File: config.mk
export PLATFORM = sky130hd
export DESIGN_NAME = q_frag_bank
export DESIGN_NICKNAME = d
export VERILOG_FILES = /design/src/rtl/q_frag_pkg.sv /design/src/rtl/q_frag_cell.sv /design/src/rtl/q_frag_bank.sv
export SDC_FILE = /design/constraint.sdc
export NUM_CORES = 1
export LEC_CHECK = 0
export BUFFER_PORTS_ARGS = -buffer_cell sky130_fd_sc_hd__buf_2
export CORE_MARGIN = 2
export CORE_UTILIZATION = 41
export CTS_CLUSTER_DIAMETER = 200
export DETAILED_ROUTE_END_ITERATION = 8
export MAX_ROUTING_LAYER = met4
export PLACE_DENSITY = 0.8
export SLEW_MARGIN = 20
export SYNTH_ARGS = -nofsm -noshare
export SYNTH_HDL_FRONTEND = slang
export SYNTH_SLANG_ARGS = --single-unit
File: constraint.sdc
create_clock -name QCK -period 1.45 [get_ports QCK]
set_clock_uncertainty 0.2 [all_clocks]
set_input_delay 0.0725 -clock QCK [delete_from_list [all_inputs] [get_ports QCK]]
set_output_delay 0.0725 -clock QCK [all_outputs]
set_load 0.005 [all_outputs]
File: src/rtl/q_frag_pkg.sv
// Shared definitions for the Q fragment register bank: operation modes and
// the legal width range.
package q_frag_pkg;

  localparam int unsigned Q_WIDTH_MIN = 1;
  localparam int unsigned Q_WIDTH_MAX = 32;

  typedef enum logic [1:0] {
    MODE_INT   = 2'd0,
    MODE_EXT   = 2'd1,
    MODE_SHIFT = 2'd2,
    MODE_CNT   = 2'd3
  } q_mode_t;

endpackage : q_frag_pkg

File: src/rtl/q_frag_cell.sv
// One Q fragment flip-flop: async active-low reset, synchronous set (which
// outranks enable) and clock enable on the data input.
module q_frag_cell #(
  parameter logic RST_VAL = 1'b0,
  parameter logic SET_VAL = 1'b1
) (
  input  logic i_clk,
  input  logic i_rst_n,
  input  logic i_set,
  input  logic i_en,
  input  logic i_d,
  output logic o_q
);

  logic r_q;

  // NOTE: non-blocking assignment so every cell in the bank samples the
  // pre-edge bank value, which the shift and count paths depend on.
  always_ff @(posedge i_clk or negedge i_rst_n) begin
    if (!i_rst_n) begin
      r_q <= RST_VAL;
    end else if (i_set) begin
      r_q <= SET_VAL;
    end else if (i_en) begin
      r_q <= i_d;
    end
  end

  assign o_q = r_q;

endmodule : q_frag_cell

File: src/rtl/q_frag_bank.sv
// WIDTH-bit Q fragment bank: shared clock/reset/set/enable, with the data
// source (CZI, QDI, serial chain or incrementer) chosen per edge by QMODE.
module q_frag_bank
  import q_frag_pkg::*;
#(
  parameter int unsigned      WIDTH           = 8,
  parameter logic [WIDTH-1:0] RST_VAL         = '0,
  parameter logic [WIDTH-1:0] SET_VAL         = '1,
  parameter bit               SHIFT_MSB_FIRST = 1'b0,
  parameter bit               CNT_SAT         = 1'b0
) (
  input  logic             QCK,
  input  logic             QRN,
  input  logic             QST,
  input  logic             QEN,
  input  logic [1:0]       QMODE,
  input  logic [WIDTH-1:0] CZI,
  input  logic [WIDTH-1:0] QDI,
  input  logic             QSI,
  output logic [WIDTH-1:0] QZ,
  output logic             QSO,
  output logic             QTC
);

  q_mode_t          w_mode;
  logic [WIDTH-1:0] w_q;
  logic [WIDTH-1:0] w_inc;
  logic [WIDTH-1:0] w_cnt;
  logic [WIDTH-1:0] w_shift;
  logic [WIDTH-1:0] w_next;
  logic             w_all_ones;

  assign w_mode     = q_mode_t'(QMODE);
  assign w_all_ones = &w_q;
  assign w_inc      = w_q + WIDTH'(1);
  assign w_cnt      = (CNT_SAT && w_all_ones) ? w_q : w_inc;

  // Serial chain; a one-bit bank simply reloads from QSI.
  if (WIDTH == 1) begin : g_shift_1
    assign w_shift = QSI;
    assign QSO     = w_q[0];
  end else if (SHIFT_MSB_FIRST) begin : g_shift_up
    assign w_shift = {w_q[WIDTH-2:0], QSI};
    assign QSO     = w_q[WIDTH-1];
  end else begin : g_shift_down
    assign w_shift = {QSI, w_q[WIDTH-1:1]};
    assign QSO     = w_q[0];
  end

  // Only the selected bus reaches w_next, so X on an idle bus stays out of QZ.
  always_comb begin
    // NOTE: default first so every path assigns w_next and no latch is built.
    w_next = w_q;
    case (w_mode)
      MODE_INT:   w_next = CZI;
      MODE_EXT:   w_next = QDI;
      MODE_SHIFT: w_next = w_shift;
      MODE_CNT:   w_next = w_cnt;
      default:    w_next = w_q;
    endcase
  end

  for (genvar g = 0; g < WIDTH; g++) begin : g_cell
    q_frag_cell #(
      .RST_VAL (RST_VAL[g]),
      .SET_VAL (SET_VAL[g])
    ) u_cell (
      .i_clk   (QCK),
      .i_rst_n (QRN),
      .i_set   (QST),
      .i_en    (QEN),
      .i_d     (w_next[g]),
      .o_q     (w_q[g])
    );
  end

  assign QZ  = w_q;
  assign QTC = (w_mode == MODE_CNT) && QEN && !QST && QRN && w_all_ones;

endmodule : q_frag_bank

==> flow_metrics.py <==
metrics = {
    "layout": {
        "antenna_cells": 0,
        "final_cells": 153,
        "nNetsFinal": 154,
        "largest_reg_flops": 8,
        "final_area_um2": 1080,
        "layout_commonest_cell": "buf_2",
        "fillers": 142,
        "final_cell_mix": "buf_2 (32), buf_4 (17), inv_1 (8)",
        "area.growth.synth_to_final_pct": 45.5,
        "drive_gt1_share_pct": 53.9,
    },
    "worst_setup_path": {
        "critPathKind": "flip-flop to flip-flop",
        "critPathRequiredTime_ns": 1.39,
        "startpoint_type": "flip-flop",
        "cp_max_fo": 2,
        "arrival_ns": 1.54,
        "end_kind": "flip-flop",
        "r2r_cells": 4,
    },
    "global_routing": {
        "grt_pass1_wl_um": 3120,
        "grt_max_degree": 10,
        "grt-busiest-layer": "met2",
        "grt_pass1_vias": 730,
        "antenna_found_initial": 0,
        "use_met2_pct": 36.4,
        "grt_use_met1_pct": 23.5,
        "overflow": 0,
        "grt_use_total_pct": 21.4,
        "gr-usage-met3_pct": 6.27,
    },
    "cts": {
        "cts_hold_buffers": 2,
        "numCtsBuffers": 3,
        "cts.reportedPaths.clkPinSlew_ns": 0.05,
        "cts_tree": "done",
        "cts.path.max_buffers": 2,
        "htree_levels": 1,
        "clk_latency_ns": 0.26,
        "cts-root-buf": "clkbuf_4",
        "clkSinkCount": 8,
    },
    "floorplanning": {
        "initial_utilization_pct": 43.4,
        "core-area_um2": 1710,
        "rows": 15,
        "die_y_um": 46.5,
        "io_pins": 33,
        "die_x_um": 46.5,
        "die_area_um2": 2170,
    },
    "power": {
        "vdd_drop_max_mv": 0.486,
        "swShare_pct": 32.4,
        "pwr-share-seq_pct": 35.7,
        "combPwrFrac_pct": 41.7,
        "power_density_nw_per_um2": 706,
        "power_leakage_nw": 0.513,
        "switching_power_mw": 0.247,
        "internal_power_mw": 0.516,
        "p_clk_share_pct": 22.6,
    },
    "yosys": {
        "syn-mean-instance-area_um2": 8.73,
        "synthCells": 85,
        "ys_ff_latch": 8,
        "yosys_warnings": 0,
        "synth_top_area_share_pct": 27.0,
        "synth_top_cell_by_area": "dfrtp_1",
        "syn_nets": 109,
        "yosys-top-cells-area": "dfrtp_1 (27%), mux2i_1 (9.4%), buf_4 (8.1%)",
        "synth_cell_types": 30,
        "synth_area_um2": 742,
        "ys_seq_area_share_pct": 27.0,
    },
    "detailed_routing": {
        "vias": 827,
        "via_per_inst": 5.41,
        "initialDrtViolationCount": 25,
        "drc_errors": 0,
        "wl_um": 2140,
        "ant_nets": 0,
        "drt_first_pass_iters": 5,
        "wl_per_cell_um": 14.0,
    },
    "placed_design": {
        "hpwlAfterDp_um": 1510,
        "placedCellCount": 138,
        "portBuffers": 32,
        "place.gp.congestion": 0.808,
        "dpl_cell_area_um2": 905,
        "post-place-ws_ns": -0.187,
    },
    "worst_hold_path": {
        "hold_class": "input pin to flip-flop",
        "holdPathStages": 2,
    },
    "timing": {
        "setup_ws_ns": -0.150,
        "fin_crit_sh_pct": 110,
        "slew_violations": 0,
        "timing.hold.ws_ns": -0.0995,
        "rsz0062_at_grt": "true",
        "slew_headroom_pct": 74.2,
        "fin_crit_ns": 1.60,
        "hold_viol": 2,
        "worst_slew_pin_slew_ns": 0.386,
        "setup_viol": 7,
        "fmax_ghz": 0.625,
    },
    "flow_run": {
        "drv_cap": 0,
    },
    "status": {
        "outcome": "complete, but fails checks",
        "violations": "negative hold slack, negative setup slack",
    },
}
==> per-stage QoR <==
step | util (%) | power (mW) | TNS (ns)
floorplan | - | 0.434 | -0.226
global placement | 53.0 | 0.501 | -0.225
finish | 63.2 | 0.763 | -0.693
global route | 63.2 | 0.814 | -1.24
CTS | 57.4 | 0.714 | -0.424
detailed placement | 53.0 | 0.512 | -0.370
==> final timing paths <==
path,startpoint,endpoint,slack [ns]
setup / recovery,g_cell[1].u_cell.o_q$_DFFE_PN0P_,g_cell[1].u_cell.o_q$_DFFE_PN0P_,-0.15
hold / removal,QEN,g_cell[0].u_cell.o_q$_DFFE_PN0P_,-0.1
setup reg to reg,g_cell[1].u_cell.o_q$_DFFE_PN0P_,g_cell[1].u_cell.o_q$_DFFE_PN0P_,-0.15
hold reg to reg,g_cell[3].u_cell.o_q$_DFFE_PN0P_,g_cell[3].u_cell.o_q$_DFFE_PN0P_,0.37
max in group asynchronous,QRN,g_cell[3].u_cell.o_q$_DFFE_PN0P_,0.68
min in group asynchronous,QRN,g_cell[4].u_cell.o_q$_DFFE_PN0P_,0.07
==> cell usage after synthesis <==
| cell type | instances |
|---|---|
| nor2_1 | 5 |
| nand2b_1 | 1 |
| clkbuf_1 | 1 |
| and3_1 | 1 |
| o21bai_1 | 2 |
| buf_6 | 2 |
| buf_2 | 2 |
| and2_1 | 1 |
| inv_1 | 9 |
| a31oi_1 | 2 |
| ha_1 | 1 |
| buf_4 | 8 |
| o211ai_1 | 1 |
| dfrtp_1 | 8 |
| nand3_1 | 1 |
| o221ai_1 | 6 |
| a21oi_1 | 5 |
| mux4_2 | 2 |
| a31o_2 | 1 |
| nor4_1 | 1 |
| o21ai_0 | 1 |
| nand4_1 | 1 |
| o22a_1 | 2 |
| nand2_1 | 6 |
| a41oi_1 | 2 |
| mux2i_1 | 7 |
| o21a_1 | 3 |
| a21o_1 | 1 |
| and2b_2 | 1 |
| or2_1 | 1 |
==> power by group through the flow <==
stage | clock network (mW) | registers, mW | logic [mW]
after floorplan | 0 | 0.265 | 0.169
after global placement | 0 | 0.270 | 0.231
after detailed placement | 0 | 0.272 | 0.240
after CTS | 0.181 | 0.272 | 0.262
after global routing | 0.192 | 0.273 | 0.348
final | 0.172 | 0.272 | 0.318
==> logic make-up (layout without fill, tap and decap cells) <==
kind of cell | after synthesis | count (layout) | synth area share (%)
compound gates | 26 | 26 | 25.8
buf+inv | 22 | 65 | 17.5
simple gates | 19 | 19 | 12.5
mux | 9 | 9 | 15.5
flops | 8 | 8 | 27.0
fa+ha+maj | 1 | 1 | 1.69
==> area by class of cell <==
class                      count  area [um^2]  share of cell area [%]
timing repair buffer          53          330                    30.6
sequential                     8          203                    18.8
inverter                       9         33.8                    3.13
clock buffer                   3         22.5                    2.09
multi-input combinational     55          459                    42.5
tap                           25         31.3                    2.90
==> layer usage <==
layer / up-vias / share of wire, %
met1: 387 / 40
li1: 392 / -
met2: 44 / 53
met3: 4 / 6.9
met5: - / 0
met4: 0 / 0.75
==> timing repair <==
| action | 4_1_cts | 5_1_grt |
|---|---|---|
| pin swaps | 2 | 7 |
| hold endpoints to repair | 10 | 2 |
| setup buffers | 1 | 9 |
| endpoints found under the setup margin | 6 | 9 |
| gates resized for setup | 8 | 8 |
==> worst max-delay path, stage by stage (launching register included) <==
cell and delay, ns:
dfrtp_1 0.40, ha_4 0.24, mux4_2 0.45, mux2i_1 0.13
nand2_1 0.06
Note: power is estimated with default switching activity, not from simulation.
